===== src/rtl/prog_loader_pkg.sv =====
// rtl/prog_loader_pkg.sv - shared state encoding for the program loader
package prog_loader_pkg;

    typedef enum logic [2:0] {
        S_IDLE  = 3'd0,
        S_LEN   = 3'd1,
        S_DATA  = 3'd2,
        S_CHECK = 3'd3,
        S_DONE  = 3'd4,
        S_ERROR = 3'd5
    } state_t;

    // States in which the loader is consuming stream words.
    function automatic logic is_rx_state(input state_t s);
        return (s == S_LEN) || (s == S_DATA) || (s == S_CHECK);
    endfunction

endpackage


===== src/rtl/prog_loader_counter.sv =====
// rtl/prog_loader_counter.sv - instruction address counter with clear and increment
// Ports: clk, rst (sync, active-high), clr (zero the count), inc (count up, wraps),
//        count (current address).
module counter #(
    parameter int BIT_WIDTH = 4
) (
    input  logic                 clk,
    input  logic                 rst,
    input  logic                 clr,
    input  logic                 inc,
    output logic [BIT_WIDTH-1:0] count
);

    always_ff @(posedge clk) begin
        if (rst || clr) begin
            count <= '0;
        end else if (inc) begin
            count <= count + BIT_WIDTH'(1);
        end
    end

endmodule


===== src/rtl/prog_loader.sv =====
// rtl/prog_loader.sv - framed program stream to instruction RAM writer
// Ports: clk, rst (sync, active-high), start (begin a load),
//        in_data/in_valid/in_ready (stream handshake),
//        mem_we/mem_addr/mem_data (instruction RAM write port),
//        cpu_rst (core held in reset unless a good load completed),
//        done (good load), err (bad length or checksum).
module prog_loader
    import prog_loader_pkg::*;
#(
    parameter int ADDR_WIDTH = 4,
    parameter int INST_WIDTH = 8
) (
    input  logic                  clk,
    input  logic                  rst,
    input  logic                  start,
    input  logic [INST_WIDTH-1:0] in_data,
    input  logic                  in_valid,
    output logic                  in_ready,
    output logic                  mem_we,
    output logic [ADDR_WIDTH-1:0] mem_addr,
    output logic [INST_WIDTH-1:0] mem_data,
    output logic                  cpu_rst,
    output logic                  done,
    output logic                  err
);

    state_t                  state;
    state_t                  state_nx;
    logic [ADDR_WIDTH-1:0]   remaining;
    logic [INST_WIDTH-1:0]   checksum;
    logic [ADDR_WIDTH-1:0]   addr;
    logic                    accept;
    logic                    len_ok;
    logic                    addr_clr;
    logic                    addr_inc;

    assign accept   = in_valid & in_ready;
    // Length word may only carry a value that fits the address space.
    assign len_ok   = ((in_data >> ADDR_WIDTH) == '0);
    assign addr_clr = (state == S_LEN) && accept && len_ok;
    assign addr_inc = (state == S_DATA) && accept;

    counter #(
        .BIT_WIDTH (ADDR_WIDTH)
    ) u_addr_cnt (
        .clk   (clk),
        .rst   (rst),
        .clr   (addr_clr),
        .inc   (addr_inc),
        .count (addr)
    );

    always_comb begin
        state_nx = state;
        case (state)
            S_IDLE, S_DONE, S_ERROR: if (start) state_nx = S_LEN;
            S_LEN:   if (accept) state_nx = len_ok ? S_DATA : S_ERROR;
            S_DATA:  if (accept && (remaining == '0)) state_nx = S_CHECK;
            S_CHECK: if (accept) state_nx = (in_data == checksum) ? S_DONE : S_ERROR;
            default: state_nx = S_IDLE;
        endcase
    end

    // Status outputs are registered from the next state so they line up
    // with the state they describe.
    always_ff @(posedge clk) begin
        if (rst) begin
            state     <= S_IDLE;
            in_ready  <= 1'b0;
            mem_we    <= 1'b0;
            mem_addr  <= '0;
            mem_data  <= '0;
            cpu_rst   <= 1'b1;
            done      <= 1'b0;
            err       <= 1'b0;
            checksum  <= '0;
            remaining <= '0;
        end else begin
            state    <= state_nx;
            in_ready <= is_rx_state(state_nx);
            cpu_rst  <= (state_nx != S_DONE);
            done     <= (state_nx == S_DONE);
            err      <= (state_nx == S_ERROR);
            mem_we   <= 1'b0;

            if (addr_clr) begin
                remaining <= in_data[ADDR_WIDTH-1:0];
                checksum  <= '0;
            end

            if (addr_inc) begin
                mem_we   <= 1'b1;
                mem_addr <= addr;
                mem_data <= in_data;
                checksum <= checksum ^ in_data;
                if (remaining != '0) begin
                    remaining <= remaining - ADDR_WIDTH'(1);
                end
            end
        end
    end

endmodule


===== config.mk =====
export PLATFORM = sky130hd
export DESIGN_NAME = prog_loader
export DESIGN_NICKNAME = d
export VERILOG_FILES = /design/src/rtl/prog_loader_pkg.sv /design/src/rtl/prog_loader_counter.sv /design/src/rtl/prog_loader.sv
export SDC_FILE = /design/constraint.sdc
export NUM_CORES = 1
export LEC_CHECK = 0
export CORE_MARGIN = 1.5
export CORE_UTILIZATION = 52
export DETAILED_ROUTE_END_ITERATION = 6
export PLACE_DENSITY = 0.8
export SKIP_LAST_GASP = 1
export SLEW_MARGIN = 20
export SYNTH_ARGS = -nofsm -noshare
export SYNTH_HDL_FRONTEND = slang
export SYNTH_SLANG_ARGS = --single-unit

===== constraint.sdc =====
create_clock -name clk -period 1.9 [get_ports clk]
set_input_delay 0.285 -clock clk [delete_from_list [all_inputs] [get_ports clk]]
set_output_delay 0.285 -clock clk [all_outputs]
set_load 0.05 [all_outputs]

==> qor.log <==
[sta] Slew @ Worst Pin 0.503 ns
[sta] setup violation total in the final timing report 0
[critical_path] cell family with the largest share of critical-path delay buffers and inverters
[cts] CTS sink cnt 36
[cts] buffer type at the clock tree root clkbuf_4
[sta] setup repair after global routing missed its margin no
[flow_run] max-cap violation count 0
[cts] htree depth 2
[critical_path] number of buffer and inverter instances along the worst setup path 1
[pwr] reported leakage power 0.720 nW
[final_layout] highest-count cells in the layout ignoring fill and taps dfxtp_1 (36), nand2_1 (31), clkdlybuf4s50_1 (28)
[global_route] number of global-route vias before repair 1639
[final_layout] area grow syn2layout 26.8%
[placed_design] area after detailed placement 2130 um^2
[routing] number of detailed-route iterations in the first pass 4
[synth] number of enable-type register cells in the synthesized netlist 0
[hold_path] worst hold-check path type register to register
[cts] Skew-Pair Late Insertion Delay 0.33 ns
[routing] Final Routed Wirelength 4.20 mm
[placed_design] IO Port Bufs 28
[global_route] overflow left after global routing 0
[cts] CTS tree done
[synth] number of distinct library cells after synthesis 48
[placed_design] Setup WS pre-CTS -0.0218 ns
[sta] least setup slack across all paths after layout 0.0845 ns
[final_layout] n_diodes 0
[critical_path] CP peak stage delay 0.82 ns
[critical_path] Crit path required time 1.62 ns
[critical_path] timing startpoint of the critical path in_ready
[die] total die area 3650 um^2
[synth] Avg Synthesized Cell Area 8.97 um^2
[synth] count of state elements after synthesis 36
[global_route] pin count of the biggest net entering global routing 16
[sta] number of hold-slack violations in the final timing report 0
[die] die outline height 60.4 um
[routing] number of nets still failing antenna checks after routing 0
[critical_path] capturing element type of the critical path output pin
[final_layout] final std cell area, no fill 2170 um^2
[sta] Final Slew Violations 0
[synth] proportion of synthesized flip-flops having asynchronous set or reset 0%
[routing] DRT iter0 DRCs 94
[die] effective utilization at floorplan 55.2%
[sta] Achievable Freq 551 MHz
[final_layout] filler cell count 272
[routing] ratio of routed vias to standard cells 5.71
[final_layout] final net count 248
[global_route] GRT Resource Usage Total 25.9%
[die] Die X-Extent 60.4 um
[critical_path] kind of start point of the critical path register
[die] IO Pins 29
[sta] final period demand of the worst path 1.82 ns
[synth] Synth Flop Type dfxtp_1
[critical_path] highest-delay cell along the critical path clkdlybuf4s50_1
[final_layout] fraction of final layout cells sized beyond drive strength 1 15.5%
[sta] final setup skew 0.00599 ns
[cts] number of gates resized after CTS 0
[routing] Wirelength per Cell 15.2 um
[status] status complete, no violations
[routing] Via Count 1581
[synth] combined area of all synthesized cells 1710 um^2
[critical_path] chain of cells forming the critical path clkdlybuf4s50_1
[die] FP Rows 20
[sta] final clock period utilization by the worst path 95.6%
[cts] # hold bufs at CTS 0
[pwr] power per standard cell area 603 nW/um^2
[global_route] wire length of the first global-routing pass 6.91 mm
[placed_design] routability cong. 0.918
[hold_path] worst min-delay path startpoint mem_addr[3]
[critical_path] worst reg2reg path startpoint remaining[0]
[cts] CTS clk-pin slew, worst paths 0.10 ns
[synth] warnings from Yosys 0
[die] Std-Cell Core Area 3100 um^2
[cts] Num CTS Buffers 5
[routing] number of remaining DRC errors 0
[global_route] number of antenna violations at the first check in global routing 0
[placed_design] half-perimeter wire length of the detailed placement result 3.23 mm
[critical_path] classification of the worst setup path register to output pin
[synth] number of instances in the synthesized netlist 191
[cts] buffer depth of the longest clock path 2
[final_layout] most common library cell in the layout ignoring fill and taps dfxtp_1
[critical_path] worst endpoint data arrival time 1.53 ns
[sta] Max transition margin 66.4%
[critical_path] Max Fanout on Critical Path 5
[synth] portion of the post-synthesis area used by sequential elements 42.0%
[pwr] VDD IR-drop max 0.432 mV
[cts] post-CTS setup buffer count 0
[synth] Post-Syn Nets 206
[layout make-up]
cell class              instances  area (um^2)  share of cell area (%)
repair buffers                 46          428                    19.7
clock inverters                 1         5.00                   0.230
inverters                       6         22.5                    1.04
clock buffers                   6         41.3                    1.90
well taps                      44         55.1                    2.53
multi-input cells             138          901                    41.5
flip-flops and latches         36          721                    33.2
[worst paths after layout]
kind                               endpoint  slack, ns  cells past startpoint
worst max-delay path               in_ready       0.08                      1
worst min-delay path            mem_addr[3]       0.46                      2
worst max register to register     state[0]       0.23                      6
worst min register to register  mem_addr[3]       0.46                      2
[report_power, final]
part / switching [mW] / total (mW) / internal [mW]
clock network: 0.244 / 0.380 / 0.136
registers: 0.0114 / 0.774 / 0.762
logic: 0.0868 / 0.156 / 0.0690
[flip-flops by register name, summed over array words and instances (netlist names)]
register          cells
state                 3
mem_data              8
cpu_rst               1
u_addr_cnt.count      4
mem_we                1
done                  1
checksum              8
in_ready              1
remaining             4
mem_addr              4
err                   1
[Yosys cell counts, types with 2 or more instances]
cell | instances | area (um^2)
a21oi_1 | 23 | 115
nand2b_1 | 3 | 18.8
nand3_1 | 7 | 35.0
or3_1 | 7 | 43.8
a31oi_1 | 2 | 12.5
dfxtp_1 | 36 | 721
inv_1 | 6 | 22.5
ha_1 | 3 | 37.5
and3_1 | 2 | 12.5
a311oi_1 | 7 | 61.3
o211ai_1 | 2 | 15.0
a221oi_1 | 2 | 17.5
nand2_1 | 31 | 116
buf_2 | 2 | 10.0
nor2_1 | 3 | 11.3
buf_4 | 3 | 22.5
clkbuf_1 | 3 | 11.3
nor3b_1 | 2 | 15.0
nand4_1 | 2 | 12.5
buf_6 | 2 | 22.5
nor3_1 | 7 | 35.0
xnor2_1 | 10 | 87.6
[metal layers]
metal / vias up / track usage (%) / routed length [um]
met4: 0 / 14.0 / 111
li1: 763 / - / -
met3: 12 / 7.25 / 246
met1: 747 / 28.3 / 1700
met5: - / 0 / 0
met2: 59 / 45.3 / 2140
[through the flow]
step / std cells / hold slack (ns) / util (%) / TNS (ns) / power (mW)
after floorplan: 191 / 0.421 / - / 0 / 0.869
after global placement: 270 / 0.446 / 68.5 / 0 / 0.940
after detailed placement: 270 / 0.453 / 68.5 / -0.0443 / 0.945
after CTS: 277 / 0.468 / 70.0 / 0 / 1.31
after global routing: 277 / 0.486 / 70.0 / 0 / 1.35
final: 277 / 0.460 / 70.0 / 0 / 1.31
[cell families (layout without fill, tap and decap cells)]
| kind of cell | after synthesis | in the layout | synth area share (%) |
|---|---|---|---|
| muxes | 2 | 2 | 1.24 |
| buffers and inverters | 17 | 59 | 5.40 |
| adders and majority gates | 3 | 3 | 2.19 |
| AOI/OAI and AO/OA | 47 | 47 | 19.6 |
| DFF | 36 | 36 | 42.0 |
| xor gates and xnor gates | 11 | 11 | 5.62 |
| and+or+nand+nor | 75 | 75 | 23.9 |
No activity file was read; power rests on OpenSTA's default activity.
